--- src/rtl/ksa_pipe_adder.sv ---
// Pipelined Kogge-Stone adder: a pre-processing stage, one register per prefix level,
// then a carry/sum stage into the output register. Valid/ready stream on both sides.
module ksa_pipe_adder #(
    parameter int WIDTH = 16
) (
    input  logic             clk,
    input  logic             rst_n,
    input  logic             in_valid,
    output logic             in_ready,
    input  logic [WIDTH-1:0] a,
    input  logic [WIDTH-1:0] b,
    input  logic             cin,
    output logic             out_valid,
    input  logic             out_ready,
    output logic [WIDTH-1:0] sum,
    output logic             cout,
    output logic             ovf,
    output logic             busy
);

    localparam int LEVELS = $clog2(WIDTH);

    if (WIDTH < 2 || (WIDTH & (WIDTH - 1)) != 0) begin : g_bad_width
        $error("ksa_pipe_adder: WIDTH must be a power of 2 and at least 2");
    end

    // One Kogge-Stone prefix level at span d; bits below d pass through.
    function automatic logic [2*WIDTH-1:0] ksa_level(
        input logic [WIDTH-1:0] g,
        input logic [WIDTH-1:0] p,
        input int               d
    );
        logic [WIDTH-1:0] g_n;
        logic [WIDTH-1:0] p_n;
        g_n = g;
        p_n = p;
        for (int j = 0; j < WIDTH; j++) begin
            if (j >= d) begin
                g_n[j] = g[j] | (p[j] & g[j-d]);
                p_n[j] = p[j] & p[j-d];
            end
        end
        return {g_n, p_n};
    endfunction

    // Index 0 is the pre-processing stage, index l the output of prefix level l.
    logic [WIDTH-1:0] gen_p  [0:LEVELS];
    logic [WIDTH-1:0] prop_p [0:LEVELS];
    logic [WIDTH-1:0] half_p [0:LEVELS];
    logic             cin_p  [0:LEVELS];
    logic [LEVELS:0]  vld_p;

    logic             out_vld;
    logic             advance;
    logic [WIDTH:0]   carry;
    logic [WIDTH-1:0] sum_nxt;
    logic             cout_nxt;
    logic             ovf_nxt;

    // The stall is global: every stage moves together or holds together.
    assign advance   = !out_vld || out_ready;
    assign in_ready  = advance;
    assign out_valid = out_vld;
    assign busy      = (|vld_p) || out_vld;

    // ---- stage boundary: operands -> S0, S(l-1) -> S(l) ----
    always_ff @(posedge clk) begin
        if (advance) begin
            gen_p[0]  <= a & b;
            prop_p[0] <= a ^ b;
            half_p[0] <= a ^ b;
            cin_p[0]  <= cin;
            for (int l = 1; l <= LEVELS; l++) begin
                {gen_p[l], prop_p[l]} <= ksa_level(gen_p[l-1], prop_p[l-1], 1 << (l - 1));
                half_p[l] <= half_p[l-1];
                cin_p[l]  <= cin_p[l-1];
            end
        end
    end

    always_ff @(posedge clk or negedge rst_n) begin
        if (!rst_n) begin
            vld_p <= '0;
        end else if (advance) begin
            vld_p <= {vld_p[LEVELS-1:0], in_valid};
        end
    end

    // After the last level gen/prop hold the full prefix G[i:0]/P[i:0].
    always_comb begin
        carry    = '0;
        carry[0] = cin_p[LEVELS];
        for (int i = 1; i <= WIDTH; i++) begin
            carry[i] = gen_p[LEVELS][i-1] | (prop_p[LEVELS][i-1] & cin_p[LEVELS]);
        end
        sum_nxt  = half_p[LEVELS] ^ carry[WIDTH-1:0];
        cout_nxt = carry[WIDTH];
        ovf_nxt  = carry[WIDTH-1] ^ carry[WIDTH];
    end

    // ---- stage boundary: S(LEVELS) -> OUT ----
    // Bubbles leave the result fields untouched so they keep the last real value.
    always_ff @(posedge clk or negedge rst_n) begin
        if (!rst_n) begin
            out_vld <= 1'b0;
            sum     <= '0;
            cout    <= 1'b0;
            ovf     <= 1'b0;
        end else if (advance) begin
            out_vld <= vld_p[LEVELS];
            if (vld_p[LEVELS]) begin
                sum  <= sum_nxt;
                cout <= cout_nxt;
                ovf  <= ovf_nxt;
            end
        end
    end

endmodule

--- config.mk ---
export PLATFORM = sky130hd
export DESIGN_NAME = ksa_pipe_adder
export DESIGN_NICKNAME = d
export VERILOG_FILES = /design/src/rtl/ksa_pipe_adder.sv
export SDC_FILE = /design/constraint.sdc
export NUM_CORES = 1
export LEC_CHECK = 0
export CAP_MARGIN = 0
export CELL_PAD_IN_SITES_DETAIL_PLACEMENT = 1
export CELL_PAD_IN_SITES_GLOBAL_PLACEMENT = 1
export CORE_ASPECT_RATIO = 1.25
export CORE_MARGIN = 3
export CORE_UTILIZATION = 50
export DETAILED_ROUTE_END_ITERATION = 8
export PLACE_DENSITY = 0.84
export SKIP_LAST_GASP = 1
export SLEW_MARGIN = 20
export SYNTH_ARGS = -nofsm -noshare
export SYNTH_HDL_FRONTEND = slang
export SYNTH_SLANG_ARGS = --single-unit
--- constraint.sdc ---
create_clock -name clk -period 3 [get_ports clk]
set_input_delay 0.6 -clock clk [delete_from_list [all_inputs] [get_ports clk]]
set_output_delay 0.6 -clock clk [all_outputs]
set_load 0.005 [all_outputs]
After elaboration in Yosys (flattened, before gate mapping)
Memories as Yosys holds them, arrays and structs flattened.
Index checks and enable logic that the tools add are counted.
Word-level totals
  output and inout port bits: 21
  RAM bits: 85
  register bits: 184
  logic and storage cells: 207
  memories kept: 2
Memory list
  half_p: depth 5, bits a word 16, rd ports 5, clocked after memory_dff 0, wr ports 5, RTL line 49  | logic [WIDTH-1:0] half_p [0:LEVELS];
  cin_p: depth 5, bits a word 1, rd ports 5, clocked after memory_dff 0, wr ports 5, RTL line 50  | logic cin_p [0:LEVELS];
Cells by class
  muxes and demuxes: 2
  bitwise logic cells: 183
  reduce and logical (&&, ||, !) cells: 5
Operators with widths (count)
  $and 1x1->1: 114
  $or 1x1->1: 65
  $xor 16x16->16: 2
  $and 16x16->16: 1
  $reduce_or 5->1: 1
  $logic_or 1x1->1: 2
  $mux 1: 2
  $reduce_and 2->1: 1
  $logic_not 1->1: 1
  $xor 1x1->1: 1

Logic depth before layout (Yosys ltp)
Gate-level depths: netlist of run 1.
  depth in word-level cells: 4
  gate-level depth with buffers: 5
  mapped depth without buffers: 4

Worst setup path after synthesis of run 1
No wires, ideal clock.
  path type: input to register
  start point: input out_ready
  end point: register sum[10]
  buffers on the path: 2
  stages on the path: 5
  path slack: 0.405 ns
  setup time: 0.125 ns
  arrival: 2.469 ns
  data required time: 2.875 ns
  cells stage by stage: nand2b_1 > buf_6 > nand2_8 > buf_12 > mux2_4
Between the ends
  longest elaborated chain between the ends: 2
Ends and longest elaborated chain
  start, declared: RTL line 14  | input logic out_ready,
  $logic_or 1x1->1: RTL line 61  | assign advance = !out_vld || out_ready;
  named net in_ready: RTL line 9  | output logic in_ready,
  $reduce_and 2->1 (no line)
  end signal, assigned: RTL line 112  | sum <= sum_nxt;
  end, declared: RTL line 15  | output logic [WIDTH-1:0] sum,
The timed path passes the listed nets, and every way through them passes these cells.
A chain may end at the register's enable or synchronous reset.

Worst setup path after layout of run 1
  start point: input out_ready
  end point: output in_ready
Between the ends
  longest elaborated chain between the ends: 1
Ends and longest elaborated chain (RTL line)
  $logic_or 1x1->1: 61
  end, declared: 9
Every way passes these cells.

==> impl_metrics.csv, run 1 <==
group,metric,value,unit
setup_path,r2r-start,"out_valid",
die,die_area,19500,um2
synthesis,synth_commonest_cells,"225 x edfxtp_1, 49 x a21o_1, 49 x and2_1, 24 x dfrtp_1, 17 x ha_1",
pwr,power_density,1040,nW/um2
routing,avgRoutedWirePerCell,19.1,um
sta,min_period,2550,ps
routing,drtAntennaViolNets,0,
sta,slew_headroom,46.8,%
sta,tns,0,ps
sta,worst_slew_pin_slew,798,ps
run,maxCapViolCount,0,
grt,grt_max_degree,226,
setup_path,cp-startpoint,"out_ready",
synthesis,async_flop_share,9.64,%
synthesis,avgSynthCellArea,20.6,um2
setup_path,cp-start-kind,"input pin",
sta,fin_crit_sh,85.0,%
final_layout,fin_area,10600,um2
synthesis,ys.flop_type,"edfxtp_1",
setup_path,cp-end-kind,"output pin",
synthesis,ys_seq_area_share,82.6,%
clock_network,cts-root-buf,"clkbuf_16",
synthesis,synth_edf_count,225,
synthesis,yosys-top-cells-area,"edfxtp_1 76%, dfrtp_1 6.7%, a21o_1 4.1%",
clock_network,cts_max_path_buffers,3,
die,core,17200,um2
sta,max_freq,392,MHz
clock_network,path_clk_slew,60,ps
synthesis,synth_nets,486,
synthesis,syn_area,8910,um2
pwr,max-vdd-ir-drop,525,uV
final_layout,drive_gt1_share,13.6,%
routing,drc_errors,0,
synthesis,synthCells,432,
synthesis,synth-simple-area-share,4.06,%
sta,rsz0062_at_grt,"no",
clock_network,cts_resized,0,
routing,route.final.wire_length,14.3,mm
routing,drtIter0Drc,258,
clock_network,tritoncts,"built",
clock_network,cts_max_level,1,
die,die_x,125,um
synthesis,synth_compound_area_share,5.63,%
die,num_rows,53,
sta,timing_hold_violations_final,0,
synthesis,synth_most_common_cell,"edfxtp_1",
synthesis,synth_xor_xnor_area_share,1.47,%
synthesis,yosys.area.top_type,"edfxtp_1",
setup_path,arrival,1950,ps
final_layout,final_nets,568,
routing,viasPerCell,5.12,
grt,grt_pass1_wl,22.7,mm
place,dpl_cell_area,9730,um2
final_layout,diodes,0,
grt,globalRoute.totalOverflow,0,
die,ios,58,
clock_network,cts_setup_buffers,0,
setup_path,crit_type,"in -> out",
clock_network,cts-buffers-inserted,24,
sta,setup_violations,0,
synthesis,synth_top_family_by_area,"compound AO/OA/AOI/OAI gates",
clock_network,cts_hold_buf,0,
sta,finalMaxSlewViolations,0,
setup_path,worstPathRequired,2400,ps
final_layout,area_growth,19.0,%
worst_hold_path,min_path_type,"reg -> reg",
die,dieHeight,155,um
place,dp_hpwl,9.82,mm
routing,first_pass_iters,4,
synthesis,yosys_register_bits,249,
synthesis,yosysWarnings,0,
clock_network,insertion_delay,500,ps
grt,antenna_found_initial,0,
place,gp_congestion,0.726,
clock_network,cts.sinks,249,
die,start_util,51.9,%
synthesis,ys_types,22,
pwr,power_leakage,4.04,nW
synthesis,synth-adder-area-share,2.39,%
place,portBuffers,57,
worst_hold_path,hold_start,"half_p[0][27]",
outcome,status,"finished, final reports clean",
synthesis,synth_mux_area_share,3.20,%
grt,grt_pass1_vias,4247,
setup_path,crit_fanout,11,
sta,skew,13.9,ps
synthesis,netlist.area_leader.share,75.9,%
grt,grt_usage,14.9,%
routing,vias,3847,
per-stage QoR:
| step | std cells | hold slack (ps) | setup slack, ps | utilization, % | total power [W] |
|---|---|---|---|---|---|
| final | 751 | 416 | 451 | 61.7 | 0.0111 |
| after global routing | 751 | 435 | 380 | 61.7 | 0.0116 |
| after CTS | 750 | 418 | 418 | 61.6 | 0.0112 |
| after detailed placement | 707 | 407 | 356 | 56.7 | 0.00803 |
| after global placement | 707 | 402 | 417 | 56.7 | 0.00774 |
| after floorplan | 432 | 304 | 405 | - | 0.00711 |
routing by layer:
metal | vias to the layer above | GRT usage, % | routed length, um
li1 | 1822 | - | -
met1 | 1923 | 16.0 | 5390
met2 | 77 | 28.9 | 7990
met3 | 25 | 2.23 | 514
met4 | 0 | 6.20 | 429
met5 | - | 0 | 0
placed cells by master, fill, tap and decap left out, types with 2 or more instances in the layout:
| master | instances |
|---|---|
| a21o_1 | 49 |
| a21oi_1 | 7 |
| a21oi_2 | 9 |
| and2_1 | 49 |
| bufinv_16 | 5 |
| clkbuf_1 | 3 |
| clkbuf_16 | 25 |
| clkdlybuf4s50_1 | 57 |
| clkinv_1 | 4 |
| clkinv_2 | 3 |
| clkinvlp_4 | 2 |
| dfrtp_1 | 24 |
| edfxtp_1 | 225 |
| ha_1 | 17 |
| mux2_2 | 12 |
| mux2_4 | 10 |
| nor2_1 | 3 |
| xnor2_1 | 15 |
critical path: stages:
cell and delay (ps):
clkdlybuf4s50_1 460, nand2b_4 260, clkdlybuf4s50_1 620
layout make-up:
type                            count  area (um2)
Multi-Input combinational cell    179        1500
Sequential cell                   249        7360
Timing Repair Buffer               60         626
Fill cell                        1464        6580
Tap cell                          220         275
Clock buffer                       28         637
Clock inverter                     15         204
where the power goes:
group | internal [W] | switching [W]
Sequential | 0.00545 | 0.000726
Clock | 0.00195 | 0.00119
Combinational | 0.000968 | 0.000775
Total | 0.00836 | 0.00269
worst paths after layout:
check	slack, ps	to	cells after the start
worst max-delay path	450	in_ready	3
worst min-delay path	420	half_p[0][43]	0
worst max register to register	880	prop_p[53]	3
worst min register to register	420	half_p[0][43]	0
max in group asynchronous	2290	sum[10]	2
min in group asynchronous	460	sum[6]	2
sequential cells by signal, indices dropped and copies added (netlist names):
register and cells:
cout 1, prop_p 79, gen_p 80, cin_p 5
half_p 61, vld_p 5, sum 16, out_valid 1
ovf 1
logic make-up (layout without fill, tap and decap cells):
logic type,count (synthesis),in the layout
AND/OR/NAND/NOR,57,57
AO/OA/AOI/OAI,68,68
XOR/XNOR,15,15
buffers and inverters,4,103
flip-flops,249,249
adder cells (fa/ha/maj),17,17
multiplexers,22,22
Note: power is estimated with default switching activity, not from simulation.
==> inputs of run 2 (changes only) <==
clock period = 2.6 ns   (was 3 ns; I/O delays follow)
==> impl_metrics.csv, run 2 (synthesis results as in run 1) <==
group,metric,value,unit
outcome,status,"finished, final reports clean",
sta,slew_headroom,48.5,%
routing,drtAntennaViolNets,0,
setup_path,slowest_delay,490,ps
clock_network,insertion_delay,510,ps
grt,gr-max-usage-layer,"met2",
sta,min_period,2260,ps
grt,globalRoute.totalOverflow,0,
grt,grt_max_degree,74,
die,num_rows,53,
sta,rsz0062_at_grt,"no",
die,ios,58,
sta,fin_crit_sh,86.9,%
clock_network,cts_max_level,1,
clock_network,tritoncts,"built",
die,die_area,19500,um2
final_layout,final_nets,572,
routing,drc_errors,0,
final_layout,regArea,7360,um2
setup_path,ff2ff_path_depth,4,
routing,route.final.wire_length,15.0,mm
setup_path,r2r-end,"sum[6]",
final_layout,area_growth,18.2,%
setup_path,cp-end-kind,"output pin",
grt,met2_usage,30.2,%
final_layout,final_cell_mix,"225 x edfxtp_1, 57 x clkdlybuf4s50_1, 49 x a21o_1, 49 x and2_1, 25 x clkbuf_16",
final_layout,fillCellCount,1455,
sta,skew,8.87,ps
pwr,max-vdd-ir-drop,650,uV
routing,first_pass_iters,4,
worst_hold_path,min_path_type,"in -> async",
sta,finalMaxSlewViolations,0,
die,core,17200,um2
clock_network,cts-buffers-inserted,24,
setup_path,worstPathRequired,2080,ps
routing,avgRoutedWirePerCell,19.9,um
die,start_util,51.9,%
setup_path,r2r_slack,880,ps
clock_network,cts_hold_buf,0,
final_layout,mostFrequentLayoutCell,"edfxtp_1",
grt,grt_usage,15.7,%
clock_network,cts_setup_buffers,0,
grt,grt_pass1_wl,23.6,mm
sta,max_freq,443,MHz
setup_path,timing.critical_path.slowest_stage_cell,"dfrtp_1",
setup_path,crit_fanout,6,
clock_network,cts_max_path_buffers,3,
sta,tns,0,ps
setup_path,arrival,1740,ps
clock_network,cts_resized,0,
pwr,power_density,1190,nW/um2
pwr,power_leakage,4.02,nW
sta,timing_hold_violations_final,0,
place,gp_congestion,0.743,
sta,setup_violations,0,
setup_path,r2r-start,"out_valid",
setup_path,cp-startpoint,"vld_p[4]",
final_layout,diodes,0,
clock_network,path_clk_slew,60,ps
setup_path,worstPathCellList,"nor4_1 -> nand2_1 -> clkdlybuf4s50_1",
die,die_x,125,um
clock_network,cts.sinks,249,
setup_path,crit_buf_inv,1,
grt,use_met1,17.6,%
place,portBuffers,57,
clock_network,cts-root-buf,"clkbuf_16",
final_layout,regMostFlops,"gen_p",
pwr,power,0.0125,W
routing,drtIter0Drc,180,
die,dieHeight,155,um
grt,grt_pass1_vias,4284,
final_layout,drive_gt1_share,13.7,%
final_layout,largest_reg_flops,80,
routing,viasPerCell,5.16,
run,maxCapViolCount,0,
grt,antenna_found_initial,0,
final_layout,multi_input_area,1500,um2
setup_path,cp_top_family,"flip-flops",
routing,vias,3887,
setup_path,cp-start-kind,"flop",
final_layout,reg_top3,"gen_p x80, prop_p x79, half_p x61",
setup_path,crit_type,"reg -> out",
grt,met3_usage,2.13,%
place,dp_hpwl,10.1,mm
sta,worst_slew_pin_slew,773,ps
-- run 2: changes by cell type in the layout (fill, tap and decap cells not counted), moves of 2 or more --
cell       before  now
clkinv_1        4    8
buf_4           1    5
bufinv_16       5    2
clkinv_2        3    5
clkbuf_1        3    1
-- run 2: cell type report --
class | count | area share (%)
repair buffers | 64 | 6.15
clock buffers | 26 | 5.98
flip-flops and latches | 249 | 69.9
well taps | 220 | 2.61
clock inverters | 16 | 1.16
multi-input cells | 179 | 14.2
-- run 2: where the power goes --
part,total [W],internal (W),switching (W)
registers,0.00716,0.00628,0.000877
logic,0.00204,0.00113,0.000907
clock network,0.00329,0.00193,0.00136
total,0.0125,0.00935,0.00314
-- run 2: how the worst max path moves through the flow --
stage	end	cells after the start	slack (ps)
after floorplan	sum[10]	5	90
after global placement	sum[5]	5	310
after detailed placement	sum[12]	5	280
after CTS	busy	3	320
after global routing	busy	3	270
final	busy	3	340
-- run 2: per-stage QoR --
step	instance area, um2	setup slack (ps)	instances	hold WS [ps]	utilization (%)
floorplan	8910	85.5	432	224	-
global placement	9780	312	712	406	56.9
detailed placement	9780	279	712	406	56.9
CTS	10500	324	754	371	61.3
global route	10500	270	754	389	61.3
finish	10500	341	754	374	61.3
-- run 2: routing by layer --
metal / vias up / share of wire, %
li1: 1827 / -
met1: 1942 / 38
met2: 91 / 56
met3: 27 / 3.5
met4: 0 / 2.6
met5: - / 0
==> inputs of run 3 (changes only) <==
CAP_MARGIN = 15   (was 0)
==> results of run 3 <==
The final DEF is identical to that of run 2; final timing and power are the same.
